[src/rtl/rom_loader.sv]
// rom_loader: buffers big-endian bridge words in a small FIFO and replays them to
// SDRAM as byte-swapped halfwords, stripping an optional 512-byte file header.
module rom_loader #(
  parameter int FIFO_DEPTH = 4
) (
  input  logic        clk_mem,
  input  logic        reset,
  input  logic        ioctl_download,
  input  logic [31:0] rom_file_size,
  input  logic        bridge_wr,
  input  logic [31:0] bridge_addr,
  input  logic [31:0] bridge_wr_data,
  output logic        sdram_wr,
  output logic [24:0] sdram_addr,
  output logic [15:0] sdram_data,
  input  logic        sdram_ack,
  output logic        downloading,
  output logic [24:0] addr,
  output logic [15:0] data,
  output logic        fifo_overflow
);

  localparam int AW = (FIFO_DEPTH > 1) ? $clog2(FIFO_DEPTH) : 1;
  localparam logic [AW:0] DEPTH = (AW + 1)'(FIFO_DEPTH);

  typedef enum logic [1:0] {IDLE, WR_LO, WR_HI, FLUSH} state_t;

  state_t        r_state;
  state_t        w_nextState;

  logic [22:0]   r_fifoAddr [FIFO_DEPTH];
  logic [31:0]   r_fifoData [FIFO_DEPTH];
  logic [AW-1:0] r_wrPtr;
  logic [AW-1:0] r_rdPtr;
  logic [AW:0]   r_count;

  logic          r_dlPrev;
  logic          r_downloading;
  logic          r_overflow;
  logic          r_issued;
  logic          r_flushCnt;
  logic          r_sdramWr;
  logic [24:0]   r_sdramAddr;
  logic [15:0]   r_sdramData;
  logic [24:0]   r_addr;
  logic [15:0]   r_data;

  logic          w_dlRise;
  logic          w_empty;
  logic          w_full;
  logic          w_wrValid;
  logic          w_push;
  logic          w_drop;
  logic [24:0]   w_hdrOff;
  logic [31:0]   w_headData;
  logic [24:0]   w_hwOff;
  logic [15:0]   w_hwData;
  logic          w_skip;
  logic          w_issue;
  logic          w_advance;
  logic          w_pop;
  logic          w_flushStart;
  logic          w_flushDone;
  logic          w_unused;

  // r_dlPrev comes out of reset high so an already-active download is not seen as a new one
  assign w_dlRise   = ioctl_download & ~r_dlPrev;
  assign w_empty    = (r_count == '0);
  assign w_full     = (r_count == DEPTH);
  assign w_wrValid  = bridge_wr & ioctl_download & r_downloading & ~w_dlRise;
  assign w_push     = w_wrValid & ~w_full;
  assign w_drop     = w_wrValid & w_full;
  assign w_hdrOff   = rom_file_size[9] ? 25'h200 : 25'h0;
  assign w_headData = r_fifoData[r_rdPtr];
  assign w_hwOff    = {r_fifoAddr[r_rdPtr], (r_state == WR_HI), 1'b0};
  assign w_hwData   = (r_state == WR_HI) ? {w_headData[7:0], w_headData[15:8]}
                                         : {w_headData[23:16], w_headData[31:24]};
  assign w_skip     = (w_hwOff < w_hdrOff);
  assign w_unused   = ^{rom_file_size[31:10], rom_file_size[8:0], bridge_addr[31:25], bridge_addr[1:0]};

  assign sdram_wr      = r_sdramWr;
  assign sdram_addr    = r_sdramAddr;
  assign sdram_data    = r_sdramData;
  assign downloading   = r_downloading;
  assign addr          = r_addr;
  assign data          = r_data;
  assign fifo_overflow = r_overflow;

  always_ff @(posedge clk_mem) begin
    if (reset) r_state <= IDLE;
    else       r_state <= w_nextState;
  end

  always_comb begin
    w_nextState  = r_state;
    w_issue      = 1'b0;
    w_advance    = 1'b0;
    w_pop        = 1'b0;
    w_flushStart = 1'b0;
    w_flushDone  = 1'b0;
    case (r_state)
      IDLE: begin
        if (!w_empty) begin
          w_nextState = WR_LO;
        end else if (r_downloading && !ioctl_download) begin
          w_nextState  = FLUSH;
          w_flushStart = 1'b1;
        end
      end
      WR_LO, WR_HI: begin
        if (!r_issued) begin
          if (w_skip) w_advance = 1'b1;
          else        w_issue   = 1'b1;
        end else if (sdram_ack) begin
          w_advance = 1'b1;
        end
        if (w_advance) begin
          w_nextState = (r_state == WR_LO) ? WR_HI : IDLE;
          w_pop       = (r_state == WR_HI);
        end
      end
      FLUSH: begin
        if (r_flushCnt) begin
          w_nextState = IDLE;
          w_flushDone = 1'b1;
        end
      end
      default: w_nextState = IDLE;
    endcase
    // A new download start overrides whatever the engine was doing
    if (w_dlRise) begin
      w_nextState  = IDLE;
      w_issue      = 1'b0;
      w_advance    = 1'b0;
      w_pop        = 1'b0;
      w_flushStart = 1'b0;
      w_flushDone  = 1'b0;
    end
  end

  always_ff @(posedge clk_mem) begin
    if (w_push) begin
      r_fifoAddr[r_wrPtr] <= bridge_addr[24:2];
      r_fifoData[r_wrPtr] <= bridge_wr_data;
    end
  end

  always_ff @(posedge clk_mem) begin
    if (reset) begin
      r_wrPtr       <= '0;
      r_rdPtr       <= '0;
      r_count       <= '0;
      r_dlPrev      <= 1'b1;
      r_downloading <= 1'b0;
      r_overflow    <= 1'b0;
      r_issued      <= 1'b0;
      r_flushCnt    <= 1'b0;
      r_sdramWr     <= 1'b0;
      r_sdramAddr   <= '0;
      r_sdramData   <= '0;
      r_addr        <= '0;
      r_data        <= '0;
    end else begin
      r_dlPrev <= ioctl_download;
      if (w_dlRise) begin
        r_wrPtr       <= '0;
        r_rdPtr       <= '0;
        r_count       <= '0;
        r_overflow    <= 1'b0;
        r_addr        <= '0;
        r_downloading <= 1'b1;
        r_sdramWr     <= 1'b0;
        r_issued      <= 1'b0;
        r_flushCnt    <= 1'b0;
      end else begin
        if (w_push) r_wrPtr <= r_wrPtr + 1'b1;
        if (w_pop)  r_rdPtr <= r_rdPtr + 1'b1;
        r_count <= r_count + {{AW{1'b0}}, w_push} - {{AW{1'b0}}, w_pop};
        if (w_drop) r_overflow <= 1'b1;
        if (w_issue) begin
          r_sdramWr   <= 1'b1;
          r_sdramAddr <= w_hwOff - w_hdrOff;
          r_sdramData <= w_hwData;
          r_addr      <= w_hwOff;
          r_data      <= w_hwData;
          r_issued    <= 1'b1;
        end else if (w_advance) begin
          r_sdramWr <= 1'b0;
          r_issued  <= 1'b0;
        end
        // Parser sees addr = 0 for the two flush cycles before downloading drops
        if (w_flushStart) begin
          r_addr     <= '0;
          r_flushCnt <= 1'b0;
        end else if (r_state == FLUSH) begin
          r_flushCnt <= 1'b1;
        end
        if (w_flushDone) r_downloading <= 1'b0;
      end
    end
  end

endmodule

[config.mk]
export PLATFORM = sky130hd
export DESIGN_NAME = rom_loader
export DESIGN_NICKNAME = d
export VERILOG_FILES = /design/src/rtl/rom_loader.sv
export SDC_FILE = /design/constraint.sdc
export NUM_CORES = 1
export LEC_CHECK = 0
export ABC_AREA = 0
export BUFFER_PORTS_ARGS = -buffer_cell sky130_fd_sc_hd__buf_2
export CORE_ASPECT_RATIO = 0.6
export CORE_MARGIN = 1
export CORE_UTILIZATION = 56
export DETAILED_ROUTE_END_ITERATION = 7
export GPL_ROUTABILITY_DRIVEN = 0
export PLACE_DENSITY = 0.87
export SLEW_MARGIN = 0
export SYNTH_ARGS = -nofsm -noshare
export SYNTH_HDL_FRONTEND = slang
export SYNTH_SLANG_ARGS = --single-unit
[constraint.sdc]
create_clock -name clk_mem -period 4.7 [get_ports clk_mem]
set_input_delay 0.94 -clock clk_mem [delete_from_list [all_inputs] [get_ports clk_mem]]
set_output_delay 0.94 -clock clk_mem [all_outputs]
set_load 0.01 [all_outputs]
==> summary by stage <==
Floorplan
The floorplan die height is between 100 and 150 um. The die area is about 21,000 um^2. The boundary pin count is around 190.

For this configuration, the core starts out at a cell density of about 58%. After floorplanning, the core was sized to cover 20,220 um^2. The standard-cell row count is 40. The width of the die is between 150 and 200 um.

CTS
The number of buffers created by CTS is 26. The CTS tree is yes. Counting every sink on the clock net gives 300. The H-tree depth reported by CTS is 1. The buffer type at the clock tree root is sky130_fd_sc_hd__clkbuf_16.

The number of buffers added to fix hold violations after cts is 0. The clock-pin slew of the registers on the worst-case setup and hold paths is ~70 ps. In this run the deepest clock path goes through 3 buffers. Once the clock tree was built, the setup fixing pass inserted 0 buffers.

After clock tree synthesis, the repair step resized 0 gates. At the later pin of the worst-skew pair, clock insertion delay measures around 530 ps.

Timing
The worst pin sits at a relative slew slack of between 40% and 50%. The final number of hold-violating endpoints is 0. Summed over all failing endpoints, the final setup total negative slack is 0 ps. Hold is met by approximately 450 ps. The actual transition at the worst max-transition pin is ~750 ps. For this run, the top clock speed supported by timing is roughly 240 MHz. The clock arrives with between 10 and 15 ps of skew. The clock period could shrink to between 4000 and 5000 ps. The count of pins over their slew limit is 0. The final setup violation count is 0. Setup repair after global routing left no endpoint under its margin. The share of the clock period used by the worst path after layout is 88.64%.

Pwr
IR analysis of the VDD net gives a maximum drop of about 0.00036 V. In this run the power density over the cells is 486.0 nW/um^2. The standby leakage power is roughly 0.0046 uW.

Synthesis
The synthesized design contains 300 register bits. The synthesized netlist occupies a cell area of between 10,000 and 15,000 um^2. Sequential elements use a little over two thirds of the synthesized area. The Yosys warning count is 0. The gate count of the mapped netlist is a little over 700. In this run, distinct cell masters in the synthesized netlist total 52.

The share of async-settable or async-resettable flops after synthesis is 0%. The number of enable-type register cells in the synthesized netlist is 220. Averaged over all synthesized cells, the footprint is 16.53 um^2. In the synthesized netlist the dominant register cell turns out to be sky130_fd_sc_hd__edfxtp_1.

Detailed routing
The mean routed wirelength per cell is approximately 21 um. The routed via count is 6,404. In this run the remaining antenna-violating nets after routing total 0. The via-per-instance ratio is between 5 and 6. The total routed wirelength is 23.82 mm.

The detailed-route DRC error count is 0. The DRC violation total after the first TritonRoute iteration is 582. Before antenna repair, the detailed router went through 5 iterations.

Global routing
The largest net degree at the start of global routing is 63. The number of global-route vias before repair is around 6.4k. The first-pass GRT wire length is 35.84 mm. Across every metal layer, demand over resource in global routing totals between 20% and 30%. The number of antenna violations at the first check in global routing is 3. The total overflow left after global routing is 0.

Status
The run finished with clean final reports.

Layout
After the last flow step, the layout net total stands at 955. Of the cells placed in the final design, the portion with a size suffix greater than 1 is 33.37%. The most common library cell in the layout ignoring fill and taps is sky130_fd_sc_hd__edfxtp_1.

Leaving out fill and tap cells, the most frequent cells in the layout are 220 x sky130_fd_sc_hd__edfxtp_1, 143 x sky130_fd_sc_hd__buf_2, 78 x sky130_fd_sc_hd__dfxtp_1. The final non-filler cell area is 13,430 um^2. Compared with the post-synthesis result, the final layout area differs by 15.20%.

Worst setup path
In this run the critical register-to-register path is captured at r_count[2]. The critical path ends at r_count[2]. The startpoint kind of the worst setup timing path is a flop.

The kind of critical path is reg2reg. The worst reg-to-reg setup slack is 530 ps. Of all nets on the critical path, the largest fanout is 16. STA classifies the critical path endpoint as a flop.

The arrival time at the worst endpoint is 4570 ps. The worst reg-to-reg path cell count is 16. Data on the critical path is required at its endpoint by 5100 ps.

Placed design
The count of input and output buffers is 143. The instance area at placement is approximately 13,000 um^2. Detailed placement ended at an HPWL of 15.09 mm.

Min path
The tightest min-delay check is of the reg2reg type.

Job
The tool flagged a number of max-cap violations equal to 0.
[Yosys cell counts (all sizes together) (10+ instances only)]
| library cell | instances | area [um^2] |
|---|---|---|
| a211oi | 31 | 332.8 |
| a21oi | 38 | 190.2 |
| buf | 37 | 247.7 |
| clkbuf | 16 | 60.06 |
| dfxtp | 80 | 1602 |
| edfxtp | 220 | 6606 |
| ha | 13 | 162.7 |
| inv | 10 | 37.54 |
| mux2i | 17 | 170.2 |
| mux4 | 56 | 1261 |
| nand2 | 67 | 254.0 |
| nor2 | 49 | 183.9 |
| xnor2 | 10 | 87.58 |
[worst max-delay path, cell delays in order, from the launching register on]
cell and delay, ps:
sky130_fd_sc_hd__dfxtp_4 540, sky130_fd_sc_hd__mux4_2 590, sky130_fd_sc_hd__inv_1 80, sky130_fd_sc_hd__ha_1 240, sky130_fd_sc_hd__ha_1 230, sky130_fd_sc_hd__nor3b_2 330
sky130_fd_sc_hd__nand4b_2 250, sky130_fd_sc_hd__o31a_1 370, sky130_fd_sc_hd__nor2_1 150, sky130_fd_sc_hd__ha_1 240, sky130_fd_sc_hd__inv_1 70, sky130_fd_sc_hd__ha_1 140
sky130_fd_sc_hd__inv_1 50, sky130_fd_sc_hd__fa_1 370, sky130_fd_sc_hd__xor2_1 180, sky130_fd_sc_hd__xnor2_1 140, sky130_fd_sc_hd__nor2_1 50
[state kept, by name, summed over array words and instances (netlist names), 3 cells and up, named ones only]
name,flops
r_fifoAddr,92
addr,24
r_count,3
data,16
sdram_addr,24
r_fifoData,128
[per-layer routing]
metal  GRT usage (%)  routed length [um]  vias to the layer above
met2           35.45               10980                      247
met4           5.041                 357                        2
met1           32.19               10700                     3181
met5               0                  13                        -
li1                -                   -                     2941
met3           4.954                1766                       33
[area by class of cell]
type,count,area (um^2)
Sequential cell,300,8213
Timing Repair Buffer,159,885.9
Tap cell,273,341.6
Inverter,10,37.54
Clock inverter,11,76.32
Antenna cell,3,7.507
Clock buffer,37,743.2
Multi-Input combinational cell,343,3120
Fill cell,1402,6794
[cell families (layout without fill, tap and decap cells)]
kind of cell,after synthesis,in the layout,share of synthesized area [%]
buffers and inverters,63,217,2.963
other,1,5,0.03218
flip-flops,300,300,70.43
multiplexers,74,74,12.38
AND/OR/NAND/NOR,155,155,6.109
XOR/XNOR,16,16,1.202
AO/OA/AOI/OAI,82,82,5.315
adder cells (fa/ha/maj),14,14,1.568
[worst min-delay path by stage]
| stage | from | cells after the start | to | slack [ps] |
|---|---|---|---|---|
| after detailed placement | addr[6] | 2 | addr[6] | 440 |
| after floorplan | r_flushCnt | 2 | r_flushCnt | 450 |
| after global routing | sdram_addr[1] | 2 | sdram_addr[1] | 470 |
| after global placement | addr[8] | 2 | addr[8] | 440 |
| after CTS | sdram_addr[6] | 2 | sdram_addr[6] | 450 |
| final | sdram_addr[6] | 2 | sdram_addr[6] | 450 |
[report_power, final]
| group | internal, uW | switching [uW] | leakage, uW | total [uW] |
|---|---|---|---|---|
| Clock | 1150 | 905 | 0.000400 | 2060 |
| Sequential | 3030 | 133 | 0.00263 | 3160 |
| Combinational | 494 | 812 | 0.00160 | 1310 |
[through the flow]
step                utilization [%]  cells  worst slack [ps]  total power (uW)
detailed placement            62.31   1085             620.1              4512
finish                        66.40   1136             534.0              6525
floorplan                         -    706             348.6              4108
CTS                           66.36   1133             562.3              6556
global placement              62.31   1085             777.3              4465
global route                  66.36   1133             294.6              6786
Power figures use the tool's default switching activity.
